`src/rtl/mux_rr_arbiter_pkg.sv`:
```
// Shared types, source indices and the round-robin pick function for the arbiter.
package mux_arb_pkg;

    typedef enum logic [0:0] {
        IDLE,
        GRANT
    } state_e;

    localparam logic [1:0] SRC_A = 2'd0;
    localparam logic [1:0] SRC_B = 2'd1;
    localparam logic [1:0] SRC_C = 2'd2;
    localparam logic [1:0] SRC_D = 2'd3;

    // Returns {found, index} of the first set request searching ptr, ptr+1, ... mod 4.
    function automatic logic [2:0] rr_pick(input logic [3:0] req, input logic [1:0] ptr);
        logic [2:0] res;
        logic [1:0] idx;
        res = 3'b000;
        // Walk from farthest to nearest so the nearest set bit is written last.
        for (int i = 3; i >= 0; i--) begin
            idx = ptr + 2'(i);
            if (req[idx]) begin
                res = {1'b1, idx};
            end
        end
        return res;
    endfunction

endpackage

```
`src/rtl/mux_rr_arbiter_if.sv`:
```
// Request/data/grant bundle between the four producers and the arbiter.
interface mux_rr_arbiter_if #(
    parameter int unsigned DW = 1
);
    logic [3:0]    req;
    logic [DW-1:0] a;
    logic [DW-1:0] b;
    logic [DW-1:0] c;
    logic [DW-1:0] d;
    logic [3:0]    gnt;
    logic          gnt_valid;
    logic [1:0]    sel;
    logic [DW-1:0] y;

    // Producer side: drives requests and data, observes grants.
    modport master (
        output req, a, b, c, d,
        input  gnt, gnt_valid, sel, y
    );

    // Arbiter side.
    modport slave (
        input  req, a, b, c, d,
        output gnt, gnt_valid, sel, y
    );
endinterface

```
`src/rtl/mux_rr_arbiter_rr_pick4.sv`:
```
// Combinational rotate-and-find over four request bits.
module rr_pick4
    import mux_arb_pkg::*;
(
    input  logic [3:0] req_i,
    input  logic [1:0] ptr_i,
    output logic [1:0] idx_o,
    output logic       found_o
);

    assign {found_o, idx_o} = rr_pick(req_i, ptr_i);

endmodule

```
`src/rtl/mux_rr_arbiter.sv`:
```
// Round-robin arbiter sharing one 4:1 mux; each grant is held for at most HOLD cycles.
module mux_rr_arbiter
    import mux_arb_pkg::*;
#(
    parameter int unsigned DW   = 1,
    parameter int unsigned HOLD = 4
) (
    input  logic                clk,
    input  logic                rst,
    mux_rr_arbiter_if.slave     bus
);

    localparam logic [3:0] HoldM1 = 4'(HOLD - 1);

    state_e        state_q, state_d;
    logic [3:0]    gnt_q, gnt_d;
    logic          gnt_valid_q, gnt_valid_d;
    logic [1:0]    sel_q, sel_d;
    logic [1:0]    ptr_q, ptr_d;
    logic [3:0]    cnt_q, cnt_d;
    logic [DW-1:0] y_c;

    logic          release_c;
    logic [1:0]    pick_ptr;
    logic [1:0]    win;
    logic          found;
    logic          grant_new;

    // A grant ends when its owner drops the request or its hold budget is spent.
    assign release_c = (state_q == GRANT) && (!bus.req[sel_q] || (cnt_q == 4'd0));
    // Re-arbitration on a release edge already uses the rotated pointer.
    assign pick_ptr  = release_c ? sel_q + 2'd1 : ptr_q;

    rr_pick4 u_pick (
        .req_i   (bus.req),
        .ptr_i   (pick_ptr),
        .idx_o   (win),
        .found_o (found)
    );

    // State register: FSM state, pointer, hold counter and registered outputs.
    always_ff @(posedge clk) begin
        if (rst) begin
            state_q     <= IDLE;
            gnt_q       <= 4'b0000;
            gnt_valid_q <= 1'b0;
            sel_q       <= 2'b00;
            ptr_q       <= 2'b00;
            cnt_q       <= 4'd0;
        end else begin
            state_q     <= state_d;
            gnt_q       <= gnt_d;
            gnt_valid_q <= gnt_valid_d;
            sel_q       <= sel_d;
            ptr_q       <= ptr_d;
            cnt_q       <= cnt_d;
        end
    end

    // Next-state: decide grant/hold/release and update pointer and counter.
    always_comb begin
        state_d   = state_q;
        ptr_d     = ptr_q;
        cnt_d     = cnt_q;
        grant_new = 1'b0;
        unique case (state_q)
            IDLE: begin
                if (found) begin
                    state_d   = GRANT;
                    grant_new = 1'b1;
                    cnt_d     = HoldM1;
                end
            end
            GRANT: begin
                if (release_c) begin
                    ptr_d = pick_ptr;
                    if (found) begin
                        grant_new = 1'b1;
                        cnt_d     = HoldM1;
                    end else begin
                        state_d = IDLE;
                    end
                end else begin
                    cnt_d = cnt_q - 4'd1;
                end
            end
            default: state_d = IDLE;
        endcase
    end

    // Outputs: next grant/select registers and the gated data mux.
    always_comb begin
        gnt_d       = gnt_q;
        sel_d       = sel_q;
        gnt_valid_d = gnt_valid_q;
        if (grant_new) begin
            gnt_d       = 4'b0001 << win;
            sel_d       = win;
            gnt_valid_d = 1'b1;
        end else if (state_d == IDLE) begin
            // sel keeps its last value while idle
            gnt_d       = 4'b0000;
            gnt_valid_d = 1'b0;
        end

        y_c = '0;
        if (gnt_valid_q) begin
            case (sel_q)
                SRC_A:   y_c = bus.a;
                SRC_B:   y_c = bus.b;
                SRC_C:   y_c = bus.c;
                SRC_D:   y_c = bus.d;
                default: y_c = '0;
            endcase
        end
    end

    assign bus.gnt       = gnt_q;
    assign bus.gnt_valid = gnt_valid_q;
    assign bus.sel       = sel_q;
    assign bus.y         = y_c;

endmodule

```
`src/flat_wrapper.sv`:
```
// flat-port wrapper written by rule: the top's interface ports become plain ports
module mux_rr_arbiter_flat import mux_arb_pkg::*;
#(
    parameter int unsigned DW   = 1,
    parameter int unsigned HOLD = 4
)
  (clk, rst, bus_req, bus_a, bus_b, bus_c, bus_d, bus_gnt, bus_gnt_valid, bus_sel, bus_y);
  mux_rr_arbiter_if #(.DW(DW)) bus_i ();
  input  logic clk;
  input  logic rst;
  input wire logic [$bits(bus_i.req)-1:0] bus_req;
  input wire logic [$bits(bus_i.a)-1:0] bus_a;
  input wire logic [$bits(bus_i.b)-1:0] bus_b;
  input wire logic [$bits(bus_i.c)-1:0] bus_c;
  input wire logic [$bits(bus_i.d)-1:0] bus_d;
  output wire logic [$bits(bus_i.gnt)-1:0] bus_gnt;
  output wire logic [$bits(bus_i.gnt_valid)-1:0] bus_gnt_valid;
  output wire logic [$bits(bus_i.sel)-1:0] bus_sel;
  output wire logic [$bits(bus_i.y)-1:0] bus_y;
  assign bus_i.req = bus_req;
  assign bus_i.a = bus_a;
  assign bus_i.b = bus_b;
  assign bus_i.c = bus_c;
  assign bus_i.d = bus_d;
  assign bus_gnt = bus_i.gnt;
  assign bus_gnt_valid = bus_i.gnt_valid;
  assign bus_sel = bus_i.sel;
  assign bus_y = bus_i.y;
  mux_rr_arbiter #(.DW(DW), .HOLD(HOLD)) u_core (.clk(clk), .rst(rst), .bus(bus_i));
endmodule
```
`config.mk`:
```
export PLATFORM = sky130hd
export DESIGN_NAME = mux_rr_arbiter_flat
export DESIGN_NICKNAME = d
export VERILOG_FILES = /design/src/rtl/mux_rr_arbiter_pkg.sv /design/src/rtl/mux_rr_arbiter_if.sv /design/src/rtl/mux_rr_arbiter_rr_pick4.sv /design/src/rtl/mux_rr_arbiter.sv /design/src/flat_wrapper.sv
export SDC_FILE = /design/constraint.sdc
export NUM_CORES = 1
export LEC_CHECK = 0
export CAP_MARGIN = 40
export CORE_ASPECT_RATIO = 0.8
export CORE_MARGIN = 4
export CORE_UTILIZATION = 30
export CTS_CLUSTER_DIAMETER = 200
export DETAILED_ROUTE_END_ITERATION = 7
export GPL_TIMING_DRIVEN = 0
export SYNTH_ARGS = -nofsm -noshare
export SYNTH_HDL_FRONTEND = slang
export SYNTH_SLANG_ARGS = --single-unit
```
`constraint.sdc`:
```
create_clock -name clk -period 6.16 [get_ports clk]
set_clock_uncertainty 0.2 [all_clocks]
set_input_delay 0.616 -clock clk [delete_from_list [all_inputs] [get_ports clk]]
set_output_delay 0.616 -clock clk [all_outputs]
set_load 0.1 [all_outputs]
```
==> key figures <==
Power
  – Pleak: 0.525 nW
  – Power Total: 0.380 mW
  – VDD IR max: 203 uV
  – Cell Pwr Density: 291 nW/um^2

Final layout
  – Fraction of layout cells with a size suffix above 1: 19.7%
  – Ant diodes: 0
  – Area occupied by multi-input gates: 596 sq um
  – Commonest non-fill, non-tap cell in the layout: clkdlybuf4s50_1
  – Final nets: 144
  – Area grow syn2layout: 39.4%
  – Post-route insts no fill: 165
  – Final core utilization: 45.5%
  – Final instance area: 1310 sq um
  – Most frequent cells in the layout: 16 x clkdlybuf4s50_1, 14 x dfxtp_1, 8 x inv_1, 8 x buf_8
  – Register area: 280 sq um
  – Fillers: 288

Timing
  – Fin Hold WS: 278 ps
  – Final Hold Vio Count: 0
  – Worst Tran Pin Value: 643 ps
  – Setup TNS: 0 ps
  – FMAX: 0.328 GHz
  – Setup Viol. Count Final: 0
  – Final slew viol count: 0
  – Unrepaired setup endpoints after global routing: no
  – Worst rel slew slack: 56.8%
  – Period minus WS final: 3050 ps
  – Setup ws final: 3110 ps
  – Crit share post-route: 49.5%

Yosys
  – Synthesis-stage register bit count: 14
  – Syn Inst Count: 100
  – Number of flops mapped to enable cells by yosys: 0
  – Syn Area/Cell: 9.37 sq um
  – Syn_nets: 115
  – Post-synth top area share: 29.9%
  – Cell taking the most area after synthesis: dfxtp_1
  – Warnings, synthesis: 0
  – Distinct cells, synth: 41
  – Sequential cell area fraction in the yosys report: 29.9%
  – Top cells by area, synth: dfxtp_1 30%, ha_1 6.7%, mux2_4 4.8%, a21oi_1 3.7%, inv_1 3.2%
  – Ys flop type: dfxtp_1
  – Cell Area, Synth: 937 sq um
  – Async set-or-reset flop fraction in the synthesized netlist: 0%

Global routing
  – Vias in the first global route: 839
  – GRT Residual Overflow: 0
  – Largest net degree at the start of global routing: 11
  – Total global-route track usage: 11.0%
  – Initial antenna violation count: 0
  – First-pass GRT wire length: 3730 um

Place
  – Hpwl dp: 1640 um
  – Placed Instances: 162
  – Placed Area: 1260 sq um
  – Placer congestion estimate: 0.741
  – Port Buf Inserts: 16
  – Setup WS pre-CTS: 3120 ps

Clocking
  – CTS H-tree lvls: 1
  – Worst-path clk slew: 60 ps
  – Clock latency on the worst-skew pair: 240 ps
  – Setup Buffers After CTS: 0
  – # hold bufs at CTS: 0
  – Post-CTS resize count: 0
  – CTS tree: done
  – Root buf cell: clkbuf_8
  – CTS Buf Count: 3
  – Clock Path Buffers: 2
  – TritonCTS sink count: 14

Critical path
  – CP Data Arrival Time: 2240 ps
  – Crit path max fanout: 8
  – Critical Path Source Type: flip-flop
  – CP Data Required Time: 5340 ps
  – CP Class: flip-flop to primary output
  – Critical path endpoint category: primary output
  – Flop-to-flop setup slack: 3720 ps

Detailed routing
  – Average vias per placed instance: 5.12
  – Final WL: 2130 um
  – Antenna viol nets, final: 0
  – Routed WL per cell: 12.9 um
  – Post-route DRC: 0
  – Via count: 844
  – DRC violation total after the first TritonRoute iteration: 20
  – Pre-antenna DRT Iters: 4

Run
  – Max Cap Viol: 0

Die
  – Cell row count: 17
  – Die height: 58.0 um
  – Die area: 4090 sq um
  – Core area: 2870 sq um
  – Starting density of the core: 32.6%
  – Number of I/O pins: 18
  – Die W: 70.5 um

Worst hold path
  – HP Class: flip-flop to flip-flop

Run status
  – Outcome: completed
-- state kept, by name, indices dropped and copies added (netlist names) --
name and flops:
u_core.bus.gnt_valid 1, u_core.bus.gnt 4, u_core.bus.sel 2, u_core.state_q 1
u_core.ptr_q 2, u_core.cnt_q 4
-- area by class of cell --
class                      count  share of cell area [%]
timing repair buffer          24                    21.5
multi-input combinational     74                    45.6
sequential                    14                    21.5
clock buffer                   3                    3.16
tap                           38                    3.64
inverter                       8                    2.30
buffer                         4                    2.39
-- synth_stat cells, drive strengths merged, types with 2 or more instances --
library cell and number:
dfxtp 14, inv 8, a21oi 7, nand2 7, nor2 7, ha 5
nand2b 4, o21ai 4, a211oi 3, buf 3, mux2 3, o31ai 3
a21o 2, a32o 2, and2 2, nand3 2, nand3b 2, o2111ai 2
or3b 2
-- final timing paths --
| path | end | startpoint | cells after the start |
|---|---|---|---|
| min reg2reg | u_core.bus.gnt[2]$_SDFFE_PP0P_ | u_core.bus.gnt[2]$_SDFFE_PP0P_ | 1 |
| max | bus_y | u_core.bus.sel[0]$_SDFFE_PP0P_ | 8 |
| min | u_core.bus.gnt[2]$_SDFFE_PP0P_ | u_core.bus.gnt[2]$_SDFFE_PP0P_ | 1 |
| max reg2reg | u_core.bus.gnt[3]$_SDFFE_PP0P_ | u_core.cnt_q[0]$_SDFF_PP0_ | 7 |
-- where the power goes --
| part | switching [mW] | internal (mW) |
|---|---|---|
| clock | 0.0292 | 0.0431 |
| sequential | 0.0104 | 0.102 |
| combinational | 0.113 | 0.0827 |
| total | 0.152 | 0.228 |
-- routing by layer --
| metal | up-vias | track usage, % | part of all wire, % |
|---|---|---|---|
| li1 | 431 | - | - |
| met1 | 395 | 14.6 | 48 |
| met2 | 18 | 17.6 | 45 |
| met3 | 0 | 4.33 | 6.8 |
| met4 | 0 | 1.37 | 0 |
| met5 | - | 0 | 0 |
-- worst max-delay path, stage by stage (launching register included) --
cell	delay, ps
dfxtp_1	390
buf_6	160
inv_1	70
ha_1	200
a222oi_1	280
o21ai_0	110
and2_1	150
clkdlybuf4s50_1	440
buf_8	180
-- cell families after synthesis --
| group | share of synthesized area (%) |
|---|---|
| AO/OA/AOI/OAI | 30.3 |
| AND/OR/NAND/NOR | 19.0 |
| flip-flops | 29.9 |
| buffers and inverters | 6.54 |
| adder cells (fa/ha/maj) | 6.68 |
| multiplexers | 7.61 |
Note: power is estimated with default switching activity, not from simulation.
